File: src/rtl/fsqrt_sched_if.sv
// Requester-side bundle for the shared fsqrt scheduler: operand handshake plus result stream.
// Latency: none (wires only).
// Backpressure: ready qualifies operand issue, res_ready pops the result head.
interface fsqrt_sched_if;
    logic        valid;
    logic        ready;
    logic [31:0] x;
    logic        res_valid;
    logic        res_ready;
    logic [31:0] res_y;

    modport master (
        output valid, x, res_ready,
        input  ready, res_valid, res_y
    );

    modport slave (
        input  valid, x, res_ready,
        output ready, res_valid, res_y
    );
endinterface

File: src/rtl/fsqrt_sched.sv
// Round-robin sharing of one pipelined fsqrt between requesters A and B, results steered to per-requester FIFOs.
// Latency: operand accepted at edge n is at its FIFO head after edge n+LAT+1.
// Backpressure: credits (in-flight + queued) per requester cap at RDEPTH, so the fsqrt never stalls and no result drops.
module fsqrt_sched #(
    parameter int LAT    = 4,
    parameter int RDEPTH = 4
) (
    input  logic               CLKA,
    input  logic               RST,
    fsqrt_sched_if.slave       a,
    fsqrt_sched_if.slave       b,
    output logic [31:0]        sq_x,
    output logic               sq_en,
    input  logic [31:0]        sq_y,
    output logic               busy
);

    localparam int PW = $clog2(RDEPTH);
    localparam int CW = PW + 1;
    localparam logic [CW-1:0] CLIM = CW'(RDEPTH);
    localparam logic [CW-1:0] CONE = CW'(1);
    localparam logic [PW:0]   PONE = (PW+1)'(1);

    typedef enum logic {REQ_A = 1'b0, REQ_B = 1'b1} req_t;

    req_t              last_grant;
    logic [CW-1:0]     cnt_a, cnt_b;
    logic              elig_a, elig_b;
    logic              grant_a, grant_b, issue;

    // Stage 0 lines up with sq_x; stage LAT lines up with the matching sq_y.
    logic [LAT:0]      tag_vld;
    logic [LAT:0]      tag_id;   // 1 = B
    logic              push_a, push_b, pop_a, pop_b;

    logic [31:0]       mem_a [RDEPTH];
    logic [31:0]       mem_b [RDEPTH];
    logic [PW:0]       wp_a, rp_a, wp_b, rp_b;

    // Eligibility from registered credit counts, then round-robin pick favouring the requester not served last.
    always_comb begin
        elig_a  = 1'b0;
        elig_b  = 1'b0;
        grant_a = 1'b0;
        grant_b = 1'b0;
        if (!RST) begin
            elig_a = a.valid && (cnt_a < CLIM);
            elig_b = b.valid && (cnt_b < CLIM);
        end
        grant_a = elig_a && (!elig_b || (last_grant == REQ_B));
        grant_b = elig_b && (!elig_a || (last_grant == REQ_A));
    end

    assign issue   = grant_a || grant_b;
    assign a.ready = grant_a;
    assign b.ready = grant_b;

    assign push_a  = tag_vld[LAT] && !tag_id[LAT];
    assign push_b  = tag_vld[LAT] &&  tag_id[LAT];

    assign a.res_valid = (wp_a != rp_a);
    assign b.res_valid = (wp_b != rp_b);
    assign a.res_y     = mem_a[rp_a[PW-1:0]];
    assign b.res_y     = mem_b[rp_b[PW-1:0]];
    assign pop_a       = a.res_valid && a.res_ready;
    assign pop_b       = b.res_valid && b.res_ready;

    assign busy = (|tag_vld) || a.res_valid || b.res_valid;

    // Operand register, issue strobe and round-robin history.
    always_ff @(posedge CLKA or posedge RST) begin
        if (RST) begin
            sq_x       <= 32'h0;
            sq_en      <= 1'b0;
            last_grant <= REQ_B;
        end else begin
            sq_en <= issue;
            if (grant_a) begin
                sq_x       <= a.x;
                last_grant <= REQ_A;
            end else if (grant_b) begin
                sq_x       <= b.x;
                last_grant <= REQ_B;
            end
        end
    end

    // Tag pipeline shifts every cycle; bubbles enter as invalid tags.
    always_ff @(posedge CLKA or posedge RST) begin
        if (RST) begin
            tag_vld <= '0;
            tag_id  <= '0;
        end else begin
            tag_vld <= {tag_vld[LAT-1:0], issue};
            tag_id  <= {tag_id[LAT-1:0], grant_b};
        end
    end

    // Credit counters: issue takes a credit, pop returns it, both together cancel.
    always_ff @(posedge CLKA or posedge RST) begin
        if (RST) begin
            cnt_a <= '0;
            cnt_b <= '0;
        end else begin
            case ({grant_a, pop_a})
                2'b10:   cnt_a <= cnt_a + CONE;
                2'b01:   cnt_a <= cnt_a - CONE;
                default: cnt_a <= cnt_a;
            endcase
            case ({grant_b, pop_b})
                2'b10:   cnt_b <= cnt_b + CONE;
                2'b01:   cnt_b <= cnt_b - CONE;
                default: cnt_b <= cnt_b;
            endcase
        end
    end

    // FIFO pointers with a wrap bit so full and empty are distinguishable.
    always_ff @(posedge CLKA or posedge RST) begin
        if (RST) begin
            wp_a <= '0;
            rp_a <= '0;
            wp_b <= '0;
            rp_b <= '0;
        end else begin
            if (push_a) wp_a <= wp_a + PONE;
            if (pop_a)  rp_a <= rp_a + PONE;
            if (push_b) wp_b <= wp_b + PONE;
            if (pop_b)  rp_b <= rp_b + PONE;
        end
    end

    // FIFO storage; contents are meaningless once pointers reset.
    always_ff @(posedge CLKA) begin
        if (push_a) mem_a[wp_a[PW-1:0]] <= sq_y;
        if (push_b) mem_b[wp_b[PW-1:0]] <= sq_y;
    end

endmodule
File: src/flat_wrapper.sv
// flat-port wrapper written by rule: the top's interface ports become plain ports
module fsqrt_sched_flat 
#(
    parameter int LAT    = 4,
    parameter int RDEPTH = 4
)
  (CLKA, RST, sq_x, sq_en, sq_y, busy, a_valid, a_x, a_res_ready, a_ready, a_res_valid, a_res_y, b_valid, b_x, b_res_ready, b_ready, b_res_valid, b_res_y);
  fsqrt_sched_if a_i ();
  fsqrt_sched_if b_i ();
  input  logic CLKA;
  input  logic RST;
  output logic [31:0] sq_x;
  output logic sq_en;
  input  logic [31:0] sq_y;
  output logic busy;
  input wire logic [$bits(a_i.valid)-1:0] a_valid;
  input wire logic [$bits(a_i.x)-1:0] a_x;
  input wire logic [$bits(a_i.res_ready)-1:0] a_res_ready;
  output wire logic [$bits(a_i.ready)-1:0] a_ready;
  output wire logic [$bits(a_i.res_valid)-1:0] a_res_valid;
  output wire logic [$bits(a_i.res_y)-1:0] a_res_y;
  input wire logic [$bits(b_i.valid)-1:0] b_valid;
  input wire logic [$bits(b_i.x)-1:0] b_x;
  input wire logic [$bits(b_i.res_ready)-1:0] b_res_ready;
  output wire logic [$bits(b_i.ready)-1:0] b_ready;
  output wire logic [$bits(b_i.res_valid)-1:0] b_res_valid;
  output wire logic [$bits(b_i.res_y)-1:0] b_res_y;
  assign a_i.valid = a_valid;
  assign a_i.x = a_x;
  assign a_i.res_ready = a_res_ready;
  assign a_ready = a_i.ready;
  assign a_res_valid = a_i.res_valid;
  assign a_res_y = a_i.res_y;
  assign b_i.valid = b_valid;
  assign b_i.x = b_x;
  assign b_i.res_ready = b_res_ready;
  assign b_ready = b_i.ready;
  assign b_res_valid = b_i.res_valid;
  assign b_res_y = b_i.res_y;
  fsqrt_sched #(.LAT(LAT), .RDEPTH(RDEPTH)) u_core (.CLKA(CLKA), .RST(RST), .a(a_i), .b(b_i), .sq_x(sq_x), .sq_en(sq_en), .sq_y(sq_y), .busy(busy));
endmodule
File: config.mk
export PLATFORM = sky130hd
export DESIGN_NAME = fsqrt_sched_flat
export DESIGN_NICKNAME = d
export VERILOG_FILES = /design/src/rtl/fsqrt_sched_if.sv /design/src/rtl/fsqrt_sched.sv /design/src/flat_wrapper.sv
export SDC_FILE = /design/constraint.sdc
export NUM_CORES = 1
export LEC_CHECK = 0
export CAP_MARGIN = 20
export CORE_MARGIN = 2
export CORE_UTILIZATION = 48
export DETAILED_ROUTE_END_ITERATION = 10
export PLACE_DENSITY_LB_ADDON = 0.3
export SLEW_MARGIN = 10
export SYNTH_ARGS = -nofsm -noshare
export SYNTH_HDL_FRONTEND = slang
export SYNTH_SLANG_ARGS = --single-unit
File: constraint.sdc
create_clock -name CLKA -period 2.5 [get_ports CLKA]
set_input_delay 0.5 -clock CLKA [delete_from_list [all_inputs] [get_ports CLKA]]
set_output_delay 0.5 -clock CLKA [all_outputs]
set_load 0.01 [all_outputs]
==> run summary <==
The run finished, with violations left. The final reports fail on negative setup slack. Data on the critical path is required at its endpoint by 2000 ps. Counting flops with an async set or reset pin after synthesis yields a share of 19.2%. The number of setup violations in the final report is 12, and the max-slew violation count is 0. CTS built an H-tree with a depth of 2.

The setup path with the least slack is of type flip-flop to output pin. The ratio of cells with drive above 1 in the final layout is 31.2%, and the number of clock sinks is 317. Together, buffers and inverters on the worst path number 5. Along the worst path, the maximum fanout reaches 3. The maximum number of pins on one net before global-route repair came out at 39.

The congestion estimate from routability-driven global placement came to 0.785. For this block, the initial DRC count from the detailed router was 582. The tools report the distinct cell type count of the synthesized netlist as 41. Clock-pin slew was measured on the worst setup and hold paths at 60 ps.

Once detailed placement completed, the half-perimeter wirelength came to 17.3 mm. The number of standard cells after synthesis is 649. The period utilization works out to 102%. The worst setup path is launched from a flip-flop. The total number of placement rows was 59. Setup total negative slack on the finished layout was measured at -266 ps.

The fmax was 393 MHz. The relative area change from synthesis to final layout was 30.9%; the wire length per cell was 23.2 um. The run gives 0 as the number of warning messages in the yosys log. In the synthesized netlist, the cells that appear most often are 256 x sky130_fd_sc_hd__edfxtp_1, 64 x sky130_fd_sc_hd__mux4_2, 60 x sky130_fd_sc_hd__dfrtp_1.

For the total area of multi-input combinational cells, the log shows 0.00340 mm^2. Measured against its own limit, the worst slew margin works out to 62.6%. The count of nets left with antenna violations once routing finished came out at 0. The time the worst path needs with I/O delays and setup was 2550 ps. Clock latency on the worst-skew pair, taken at its later pin, is 520 ps. Counting the buffers created by CTS gives 34. Summing the sequential cell areas from Yosys gives 71.7% of the chip area.

The class of the worst hold path is input port to asynchronous set/reset pin. The worst setup path is captured at an output pin. When the netlist entered floorplanning its net count stood at 765. Counting flops with a built-in enable in the synthesized netlist gives 256.

The critical path runs through a total of 6 cells. For the number of diodes, the log shows 0. After synthesis the cells add up to 0.0128 mm^2. The kind of cell with the highest combined delay along the critical path is buffers and inverters. For the core footprint, the log shows 0.0261 mm^2.

The first global-routing pass estimated 44.2 mm of wire. sky130_fd_sc_hd__edfxtp_1 is the most common cell in the netlist. The remaining design rule violation count is 0. Traced cell by cell, the critical path runs through buf_12, buf_12, buf_12, buf_8, mux4_2, buf_6. The die covers 0.0281 mm^2.

The filler cells instantiated in the layout total 1798. The measured slew at the worst slew-check pin was 562 ps; the initial core utilization was 49.2%. The final number of hold-violating endpoints was 0. 204 I/O pins were placed. The tools report the CTS root buffer as sky130_fd_sc_hd__clkbuf_16.

For the number of global-route vias before repair, the log shows 7717. Counting flops and latches in the post-synthesis netlist gives 317. VDD sags by at most 600 uV. Leftover overflow at the end of global routing: 0.

The largest single stage delay on the critical path is 460 ps. The number of search-and-repair iterations in the first detailed-routing pass was 6; the via density per instance was 5.76. Among all flip-flop cells after synthesis, the most frequent one is sky130_fd_sc_hd__edfxtp_1. Summing all flip-flop and latch instances after layout gives 0.00922 mm^2.

The height of the chip was 168 um. The cell taking the most area after synthesis was sky130_fd_sc_hd__edfxtp_1. Summing over every cut layer, the via total after detailed routing is 7208. TritonCTS built the clock tree. In the global route stage, overall resource usage came out at 20.7%. For the worst flop-to-flop path, the logic depth is 9. Summed over all layers, the routed wires come to 29.0 mm. The most frequent cell on the critical path is sky130_fd_sc_hd__buf_12. Measured along the x axis, the die boundary spans 168 um. The clock passes through at most 3 buffers. The reported leakage power came out at 5.90 nW. The run gives 0 as the number of antenna violations at the first check in global routing.

The worst setup slack for register-to-register paths is 180 ps, and the mean cell area of the mapped netlist is 19.8 um^2. Sorting the synthesized cells by area gives the leading types as sky130_fd_sc_hd__edfxtp_1 60%, sky130_fd_sc_hd__dfrtp_1 12%, sky130_fd_sc_hd__mux4_2 11%. The critical path ends at b_res_y[25]. For this design, the slowest cell found on the critical path is sky130_fd_sc_hd__mux4_2. The number of maximum-capacitance violations was 0; the overall power consumption was 18.6 mW. The net count reported at finish is 1006. The startpoint identified for the worst register-to-register timing path is u_core.rp_b[0].

Setup repair after global routing could not meet its margin everywhere. End of the worst register-to-register path: u_core.cnt_b[2]. STA puts the critical path data arrival time at 2050 ps. The most critical setup path has its startpoint at u_core.rp_b[0]. In this run, post-CTS hold repair placed 0 buffers. Port buffering added 203 buffers. The tools report the final worst slack as -45.6 ps.

The synthesized design devotes to its leading area cell type 59.8% of total area. Between clock sinks in the finished design, the worst skew comes to 21.1 ps. The power per standard cell area works out to 1110 mW/mm^2.
-- flip-flops by register name (all words and copies together), names as in the netlist --
register           count
u_core.rp_a            3
u_core.rp_b            3
u_core.cnt_a           3
u_core.tag_id          5
u_core.wp_b            3
u_core.tag_vld         5
u_core.cnt_b           3
u_core.mem_b         128
u_core.last_grant      1
u_core.wp_a            3
u_core.sq_x           32
u_core.mem_a         128
-- per-stage QoR --
step	setup slack, ps	utilization [%]	instances	hold WS (ps)	cell area [um^2]
after detailed placement	-187	59.2	1168	336	15500
after floorplan	59.7	-	649	331	12800
after CTS	-116	64.6	1251	283	16900
final	-45.6	64.4	1251	289	16800
after global placement	-148	59.2	1168	333	15500
after global routing	-98.7	64.4	1251	309	16800
-- worst register-to-register path: stages (launching register included) --
cell and delay [ps]:
sky130_fd_sc_hd__dfrtp_2 430, sky130_fd_sc_hd__buf_4 160, sky130_fd_sc_hd__xor2_2 190, sky130_fd_sc_hd__o31ai_4 300, sky130_fd_sc_hd__inv_1 90, sky130_fd_sc_hd__ha_1 230, sky130_fd_sc_hd__fa_1 440, sky130_fd_sc_hd__xnor2_1 140
sky130_fd_sc_hd__nor2_1 120, sky130_fd_sc_hd__xor2_1 160
-- cell usage in the layout, fill, tap and decap left out, drive strengths merged, types with 6 or more instances in the layout --
cell           netlist  layout
clkinv               0      14
a221oi              32      32
o21ai               34      34
clkdlybuf4s50        0     133
ha                  12      12
clkdlybuf4s15        0       6
inv                 13      14
a2bb2oi             32      32
mux4                64      64
edfxtp             256     256
buf                 33      99
nor4bb              32      32
dfrtp               60      60
clkbuf              18      58
xor2                 9       9
xnor2               11      11
-- worst min path at each step --
stage                      from                to  slack (ps)  depth (start not counted)
2_1_floorplan  u_core.tag_id[0]  u_core.tag_id[1]         330                          0
3_5_place_dp   u_core.tag_id[1]  u_core.tag_id[2]         340                          0
3_3_place_gp   u_core.tag_id[1]  u_core.tag_id[2]         330                          0
4_1_cts                     RST  u_core.tag_id[0]         280                          3
5_1_grt                     RST   u_core.cnt_a[1]         310                          3
6_report                    RST   u_core.cnt_a[2]         290                          3
-- cells by family (layout without fill, tap and decap cells) --
kind of cell	Yosys count	after routing	share of synthesized area [%]
AOI/OAI and AO/OA	107	107	7.80
DFF	317	317	71.7
muxes	68	68	11.6
and+or+nand+nor	59	59	3.71
buffers and inverters	64	331	2.34
xor gates and xnor gates	20	20	1.36
adders and majority gates	14	14	1.48
-- final cells by class --
class | instances | share of cell area (%)
Tap cell | 335 | 2.49
Clock buffer | 43 | 5.51
Sequential cell | 317 | 54.8
Clock inverter | 19 | 1.15
Inverter | 13 | 0.290
Multi-Input combinational cell | 268 | 20.2
Timing Repair Buffer | 256 | 15.5
-- where the power goes --
part           switching, mW  internal [mW]
registers              0.440           6.47
logic                   3.12           3.64
clock network           2.00           2.96
total                   5.56           13.1
-- layer usage --
layer  GRT usage, %  vias up  part of all wire, %  routed length [um]
met5              0        -                    0                   0
met1           27.0     3708                   41               11800
met3           4.68       35                  6.9                2000
met2           35.7      295                   51               14700
met4           4.61        0                  1.6                 467
li1               -     3170                    -                   -
-- repair_timing --
item                       4_1_cts  5_1_grt
cloned                           5        1
buffers inserted                17        3
pin swaps                        2        2
gates resized for setup        246       46
setup endpoints to repair       69       50
No activity file was read; power rests on OpenSTA's default activity.
